<file path="config.mk">
export PLATFORM = sky130hd
export DESIGN_NAME = mips_mc_controller
export DESIGN_NICKNAME = d
export VERILOG_FILES = /design/src/rtl/mips_pkg.sv /design/src/rtl/mips_decoder.sv /design/src/rtl/mips_mc_controller.sv
export SDC_FILE = /design/constraint.sdc
export NUM_CORES = 1
export LEC_CHECK = 0
export CAP_MARGIN = 20
export CELL_PAD_IN_SITES_DETAIL_PLACEMENT = 1
export CELL_PAD_IN_SITES_GLOBAL_PLACEMENT = 1
export CORE_MARGIN = 4
export CORE_UTILIZATION = 45
export CTS_BUF_LIST = sky130_fd_sc_hd__clkbuf_4 sky130_fd_sc_hd__clkbuf_8
export DETAILED_ROUTE_END_ITERATION = 8
export GPL_TIMING_DRIVEN = 0
export PLACE_DENSITY_LB_ADDON = 0.1
export SLEW_MARGIN = 15
export SYNTH_ARGS = -nofsm -noshare
export SYNTH_HDL_FRONTEND = slang
export SYNTH_SLANG_ARGS = --single-unit
</file>
<file path="constraint.sdc">
create_clock -name clk -period 5.2 [get_ports clk]
set_input_delay 0.78 -clock clk [delete_from_list [all_inputs] [get_ports clk]]
set_output_delay 0.78 -clock clk [all_outputs]
set_load 0.005 [all_outputs]
</file>
<file path="src/rtl/mips_pkg.sv">
// Shared encodings for the multi-cycle MIPS controller: opcodes, functs, ALU codes,
// select encodings, FSM states and the decoded control word.
package mips_pkg;

    localparam logic [5:0] OP_RTYPE = 6'h00;
    localparam logic [5:0] OP_J     = 6'h02;
    localparam logic [5:0] OP_JAL   = 6'h03;
    localparam logic [5:0] OP_BEQ   = 6'h04;
    localparam logic [5:0] OP_ADDI  = 6'h08;
    localparam logic [5:0] OP_SLTI  = 6'h0A;
    localparam logic [5:0] OP_LW    = 6'h23;
    localparam logic [5:0] OP_SW    = 6'h2B;

    localparam logic [5:0] FN_JR  = 6'h08;
    localparam logic [5:0] FN_ADD = 6'h20;
    localparam logic [5:0] FN_SUB = 6'h22;
    localparam logic [5:0] FN_AND = 6'h24;
    localparam logic [5:0] FN_OR  = 6'h25;
    localparam logic [5:0] FN_SLT = 6'h2A;

    localparam logic [2:0] ALU_AND = 3'b000;
    localparam logic [2:0] ALU_OR  = 3'b001;
    localparam logic [2:0] ALU_ADD = 3'b010;
    localparam logic [2:0] ALU_SUB = 3'b110;
    localparam logic [2:0] ALU_SLT = 3'b111;

    localparam logic [1:0] REGDST_RT  = 2'b00;
    localparam logic [1:0] REGDST_RD  = 2'b01;
    localparam logic [1:0] REGDST_R31 = 2'b10;

    localparam logic [1:0] J_SEQ  = 2'b00;
    localparam logic [1:0] J_JUMP = 2'b01;
    localparam logic [1:0] J_REG  = 2'b10;

    typedef enum logic [2:0] {
        StFetch, StDecode, StExec, StMem, StWb, StHalt
    } state_t;

    typedef enum logic [3:0] {
        KindIllegal, KindJ, KindJal, KindJr, KindRtype, KindBeq, KindImm, KindLw, KindSw
    } kind_t;

    typedef struct packed {
        kind_t      kind;
        logic [1:0] reg_dst;
        logic       write_dst;
        logic       mem_to_reg;
        logic       alu_src;
        logic [2:0] alu_ctrl;
        logic [1:0] j_sel;
    } ctrl_t;

    localparam int unsigned CTRL_W = $bits(ctrl_t);

endpackage

</file>
<file path="src/rtl/mips_decoder.sv">
// Combinational opcode/funct decode into the controller's instruction class and
// datapath select word; unknown encodings come out as KindIllegal.
module mips_decoder
    import mips_pkg::*;
(
    input  logic [5:0]        opcode,
    input  logic [5:0]        funct,
    output logic [CTRL_W-1:0] ctrl
);

    ctrl_t c;

    always_comb begin
        c      = '0;
        c.kind = KindIllegal;
        case (opcode)
            OP_RTYPE: begin
                c.reg_dst = REGDST_RD;
                case (funct)
                    FN_ADD: begin c.kind = KindRtype; c.alu_ctrl = ALU_ADD; end
                    FN_SUB: begin c.kind = KindRtype; c.alu_ctrl = ALU_SUB; end
                    FN_AND: begin c.kind = KindRtype; c.alu_ctrl = ALU_AND; end
                    FN_OR:  begin c.kind = KindRtype; c.alu_ctrl = ALU_OR;  end
                    FN_SLT: begin c.kind = KindRtype; c.alu_ctrl = ALU_SLT; end
                    FN_JR:  begin c.kind = KindJr;    c.j_sel    = J_REG;   end
                    default: c.kind = KindIllegal;
                endcase
            end
            OP_J: begin
                c.kind  = KindJ;
                c.j_sel = J_JUMP;
            end
            OP_JAL: begin
                c.kind      = KindJal;
                c.reg_dst   = REGDST_R31;
                c.write_dst = 1'b1;
                c.j_sel     = J_JUMP;
            end
            OP_BEQ: begin
                c.kind     = KindBeq;
                c.alu_ctrl = ALU_SUB;
            end
            OP_ADDI: begin
                c.kind     = KindImm;
                c.alu_src  = 1'b1;
                c.alu_ctrl = ALU_ADD;
            end
            OP_SLTI: begin
                c.kind     = KindImm;
                c.alu_src  = 1'b1;
                c.alu_ctrl = ALU_SLT;
            end
            OP_LW: begin
                c.kind       = KindLw;
                c.alu_src    = 1'b1;
                c.alu_ctrl   = ALU_ADD;
                c.mem_to_reg = 1'b1;
            end
            OP_SW: begin
                c.kind     = KindSw;
                c.alu_src  = 1'b1;
                c.alu_ctrl = ALU_ADD;
            end
            default: c.kind = KindIllegal;
        endcase
        ctrl = c;
    end

endmodule

</file>
<file path="src/rtl/mips_mc_controller.sv">
// Multi-cycle MIPS sequencer: FSM, memory handshakes with timeout, registered control outputs.
// Outputs are registered from next-state; only the sw commit strobe follows dmem_ack directly.
module mips_mc_controller
    import mips_pkg::*;
#(
    parameter int unsigned TIMEOUT = 16
) (
    input  logic       clk,
    input  logic       rst,
    input  logic [5:0] opcode,
    input  logic [5:0] funct,
    input  logic       zero,
    input  logic       imem_ack,
    input  logic       dmem_ack,
    output logic       imem_req,
    output logic       dmem_rd,
    output logic       dmem_wr,
    output logic       pc_en,
    output logic       reg_write,
    output logic [1:0] reg_dst,
    output logic       write_dst,
    output logic       mem_to_reg,
    output logic       alu_src,
    output logic [2:0] alu_ctrl,
    output logic       pc_src,
    output logic [1:0] J,
    output logic       halted,
    output logic       bus_err
);

    localparam logic [7:0] CNT_LAST = 8'(TIMEOUT - 1);

    state_t      state_q, state_d;
    logic [7:0]  cnt_q, cnt_d;
    logic [11:0] ir_q;
    logic        timeout;
    logic        fetch_accept;
    logic [5:0]  dec_op, dec_fn;
    logic [CTRL_W-1:0] ctrl_bits;
    ctrl_t       ctrl;

    logic imem_req_d, dmem_rd_d, dmem_wr_d, pc_en_d, pc_en_q, reg_write_d;

    assign fetch_accept = (state_q == StFetch) && imem_req && imem_ack;
    // The word being accepted is decoded straight from the bus so DECODE outputs are ready on entry.
    assign dec_op = fetch_accept ? opcode : ir_q[11:6];
    assign dec_fn = fetch_accept ? funct  : ir_q[5:0];

    mips_decoder u_decoder (
        .opcode (dec_op),
        .funct  (dec_fn),
        .ctrl   (ctrl_bits)
    );

    assign ctrl = ctrl_t'(ctrl_bits);

    always_comb begin
        state_d = state_q;
        cnt_d   = cnt_q;
        timeout = 1'b0;
        case (state_q)
            StFetch: begin
                if (imem_req) begin
                    if (imem_ack) begin
                        state_d = StDecode;
                    end else if (cnt_q == CNT_LAST) begin
                        state_d = StHalt;
                        timeout = 1'b1;
                    end else begin
                        cnt_d = cnt_q + 8'd1;
                    end
                end
            end
            StDecode: begin
                case (ctrl.kind)
                    KindIllegal:  state_d = StHalt;
                    KindJ, KindJal: state_d = StFetch;
                    default:      state_d = StExec;
                endcase
            end
            StExec: begin
                case (ctrl.kind)
                    KindRtype, KindImm: state_d = StWb;
                    KindJr, KindBeq:    state_d = StFetch;
                    KindLw, KindSw:     state_d = StMem;
                    default:            state_d = StHalt;
                endcase
            end
            StMem: begin
                if (dmem_ack) begin
                    state_d = (ctrl.kind == KindSw) ? StFetch : StWb;
                end else if (cnt_q == CNT_LAST) begin
                    state_d = StHalt;
                    timeout = 1'b1;
                end else begin
                    cnt_d = cnt_q + 8'd1;
                end
            end
            StWb:    state_d = StFetch;
            default: state_d = StHalt;
        endcase
        if ((state_d == StFetch || state_d == StMem) && state_d != state_q) begin
            cnt_d = '0;
        end
    end

    always_comb begin
        imem_req_d  = (state_d == StFetch);
        dmem_rd_d   = (state_d == StMem) && (ctrl.kind == KindLw);
        dmem_wr_d   = (state_d == StMem) && (ctrl.kind == KindSw);
        pc_en_d     = ((state_d == StDecode) && (ctrl.kind == KindJ || ctrl.kind == KindJal)) ||
                      ((state_d == StExec) && (ctrl.kind == KindBeq || ctrl.kind == KindJr)) ||
                      (state_d == StWb);
        reg_write_d = ((state_d == StDecode) && (ctrl.kind == KindJal)) || (state_d == StWb);
    end

    assign pc_en = pc_en_q || ((state_q == StMem) && (ctrl.kind == KindSw) && dmem_ack);

    always_ff @(posedge clk or negedge rst) begin
        if (!rst) begin
            state_q    <= StFetch;
            cnt_q      <= '0;
            ir_q       <= '0;
            imem_req   <= 1'b0;
            dmem_rd    <= 1'b0;
            dmem_wr    <= 1'b0;
            pc_en_q    <= 1'b0;
            reg_write  <= 1'b0;
            reg_dst    <= '0;
            write_dst  <= 1'b0;
            mem_to_reg <= 1'b0;
            alu_src    <= 1'b0;
            alu_ctrl   <= '0;
            pc_src     <= 1'b0;
            J          <= '0;
            halted     <= 1'b0;
            bus_err    <= 1'b0;
        end else begin
            state_q   <= state_d;
            cnt_q     <= cnt_d;
            imem_req  <= imem_req_d;
            dmem_rd   <= dmem_rd_d;
            dmem_wr   <= dmem_wr_d;
            pc_en_q   <= pc_en_d;
            reg_write <= reg_write_d;
            halted    <= halted || (state_d == StHalt);
            bus_err   <= bus_err || timeout;
            if (fetch_accept) begin
                ir_q       <= {opcode, funct};
                reg_dst    <= ctrl.reg_dst;
                write_dst  <= ctrl.write_dst;
                mem_to_reg <= ctrl.mem_to_reg;
                alu_src    <= ctrl.alu_src;
                alu_ctrl   <= ctrl.alu_ctrl;
                J          <= ctrl.j_sel;
                pc_src     <= 1'b0;
            end
            // zero reflects the sub issued during DECODE.
            if (state_q == StDecode && state_d == StExec && ctrl.kind == KindBeq) begin
                pc_src <= zero;
            end
        end
    end

endmodule

</file>
==> results.md <==
* Routed vias at 2,037
* Worst-margin pin slew at 0.505 ns
* CP Data Arrival Time at around 3.0 ns
* GR Util All Layers at 0.221
* Worst Hold Class: in2async
* Routability cong. at 0.803
* DIE HEIGHT at 78.3 um
* Most flop-heavy register: ir_q
* Layout cells sized above 1 at 0.0903
* Io pins at 35
* Antenna Cells at 0
* Largest net degree at the start of global routing at 29
* CP required at 4.42 ns
* Root buffer cell: clkbuf_8
* Top FF cell, synth: dfrtp_1
* Num CTS Buffers at 5
* Core Region at between 4000 and 5000 um2
* Die ar. at slightly above 6000 um2
* Remaining DRCs at 0
* Distinct cells, synth at 51
* Max cap viols at 0
* Post-DP HPWL at 4.71 mm
* Sw power at ~0.16 mW
* Final Cell Area at about 2800 um2
* Pre-CTS WS at 1.48 ns
* Synthesized area at about 2200 um2
* Num rows at 25
* Yosys reg bits at 40
* Outcome: complete, no violations
* Largest regs: ir_q x12, cnt_q x8
* Clk pin slew, worst setup/hold paths at 0.08 ns
* Reg-to-reg startpoint: state_q[0]$_DFF_PN0_
* Reg-to-Reg End: cnt_q[4]$_DFFE_PN0P_
* Worst setup SP type: primary input
* Setup TNS Final at 0 ns
* Dpl cells at between 300 and 400
* Placed instance area at between 2000 and 3000 um2
* Leakage power at approximately 1.3 nW
* Final worst path period share at 0.718
* Final Setup Violations at 0
* H-tree depth at 2
* CTS tree: done
* Routed len/inst at about 18 um
* Global-route wire length before repair at 10.7 mm
* Overall Power at around 0.64 mW
* Cell-internal power at between 0.4 and 0.5 mW
* Crit-path max FO at 6
* CP endpoint: pc_en
* Tmin final at 3.73 ns
* Cell taking the most area after synthesis: dfrtp_1
* Most frequent cell after synthesis: nand2_1
* Synth warn at 0
* Synth cell count leaders: nand2_1 (43), dfrtp_1 (40), nor2_1 (25)
* Max reg flops at 12
* Initial DRC count at 97
* Clock skew at about 0.01 ns
* Crit path from: opcode[1]
* Hold Vio Cnt, Final at 0
* Post-synth EDFFs at 0
* Via/cell ratio at between 5 and 6
* Hold buffers post-CTS at 0
* Post-route ant nets at 0
* Clk pwr share at 0.416
* Nature of the critical path endpoint: output pin
* GR Overflow Total at 0
* RSZ-0062 raised after global routing: no
* Final net count at about 310
* Routed wire length at 6.23 mm
* Sink Count at 40
* PwrDens at about 230 nW/um2
* CTS Buffer Depth at 2
* WS Path Type: in2out
* Initial antenna violation count at 0
* Initial core utilization at 0.468
* Max Transition Viols Final at 0
* Sw frac at 0.244
* Worst-Skew Late Latency at around 0.30 ns
* Max IR drop VDD at roughly 0.15 mV
* Die width at between 70 and 80 um
* Sequential share of power at 0.505
* R2r worst-path depth at 8
* Syn Nets at roughly 260
* Area Overhead vs Synth at 24.9%
* Worst setup margin at 1.47 ns
* Top cell type's share of synthesized area at 0.450
* Part of the Yosys area used for sequential elements at 0.450
* Vias in the first global route at ~2,200
* Fmax achieved at around 270 MHz
* Max-Slew Margin vs Limit at 0.663
* Port Buffers at 34
* Combinational Power Share at 0.079
* Fin cells at 355
* Post-CTS sizing at 0
* Mapped Avg Cell Area at ~9 um2
* Synth Instances at ~250
* DR pass1 iterations at 4
* Asr flop ratio synth at 1.00
* Synth top area cells: dfrtp_1 (45%), nand2_1 (7.3%), nor2_1 (4.2%), o21ai_0 (2.9%), a21o_1 (2.0%)
* R2r setup slk at 2.65 ns
* Setup bufs post-CTS at 0
## power groups by stage
stage / sequential, mW / combinational [mW] / clock [mW]
after global placement: 0.328 / 0.0476 / 0
final: 0.322 / 0.0506 / 0.266
after detailed placement: 0.328 / 0.0504 / 0
after global routing: 0.323 / 0.0558 / 0.285
after floorplan: 0.326 / 0.0189 / 0
after CTS: 0.322 / 0.0509 / 0.270
## worst max-delay path: stages
cell and delay (ns):
clkdlybuf4s50_1 0.58, or3b_2 0.55, nor4_4 0.21, a32oi_2 0.15, o21bai_1 0.17, clkdlybuf4s50_1 0.51
## worst min path at each step
stage	startpoint	slack, ns	end
after floorplan	ir_q[4]$_DFFE_PN0N_	0.44	ir_q[4]$_DFFE_PN0N_
after global placement	bus_err$_DFF_PN0_	0.44	bus_err$_DFF_PN0_
after detailed placement	bus_err$_DFF_PN0_	0.45	bus_err$_DFF_PN0_
after CTS	rst	0.38	reg_dst[0]$_DFFE_PN0N_
after global routing	rst	0.38	reg_dst[0]$_DFFE_PN0N_
final	rst	0.38	reg_dst[0]$_DFFE_PN0N_
## stage by stage
| stage | hold WS, ns | utilization |
|---|---|---|
| 3_5_place_dp | 0.446 | 0.561 |
| 4_1_cts | 0.376 | 0.585 |
| 6_report | 0.380 | 0.585 |
| 5_1_grt | 0.381 | 0.585 |
| 3_3_place_gp | 0.439 | 0.557 |
| 2_1_floorplan | 0.437 | - |
## layout make-up
| cell class | count | area [um2] |
|---|---|---|
| Fill cell | 588 | 1970 |
| Buffer | 8 | 36.3 |
| Timing Repair Buffer | 35 | 355 |
| Sequential cell | 40 | 1000 |
| Tap cell | 67 | 83.8 |
| Multi-Input combinational cell | 187 | 1150 |
| Clock inverter | 3 | 46.3 |
| Clock buffer | 5 | 68.8 |
| Inverter | 10 | 37.5 |
## kinds of logic after synthesis
| kind of cell | count (synthesis) | share of synthesized area |
|---|---|---|
| XOR/XNOR | 7 | 0.0275 |
| AO/OA/AOI/OAI | 52 | 0.174 |
| adder cells (fa/ha/maj) | 1 | 0.00562 |
| flip-flops | 40 | 0.450 |
| buffers and inverters | 18 | 0.0332 |
| AND/OR/NAND/NOR | 124 | 0.296 |
| multiplexers | 3 | 0.0141 |
## placed cells by master, fill, tap and decap left out, drive strengths merged, types with 3 or more instances in the layout
cell type	count
a21o	6
a21oi	6
a31oi	7
and3	6
buf	5
clkbuf	10
clkdlybuf4s50	33
dfrtp	40
inv	11
nand2	43
nand3	7
nand4	4
nor2	25
nor2b	5
nor3	5
nor3b	3
nor4	5
o211ai	4
o21ai	13
or4	3
or4b	3
xor2	5
## routing by layer
metal | global-route usage | routed length (um)
met5 | 0 | 0
met4 | 0.0559 | 59
met3 | 0.0344 | 286
met2 | 0.355 | 2960
met1 | 0.313 | 2920
No activity file was read; power rests on OpenSTA's default activity.
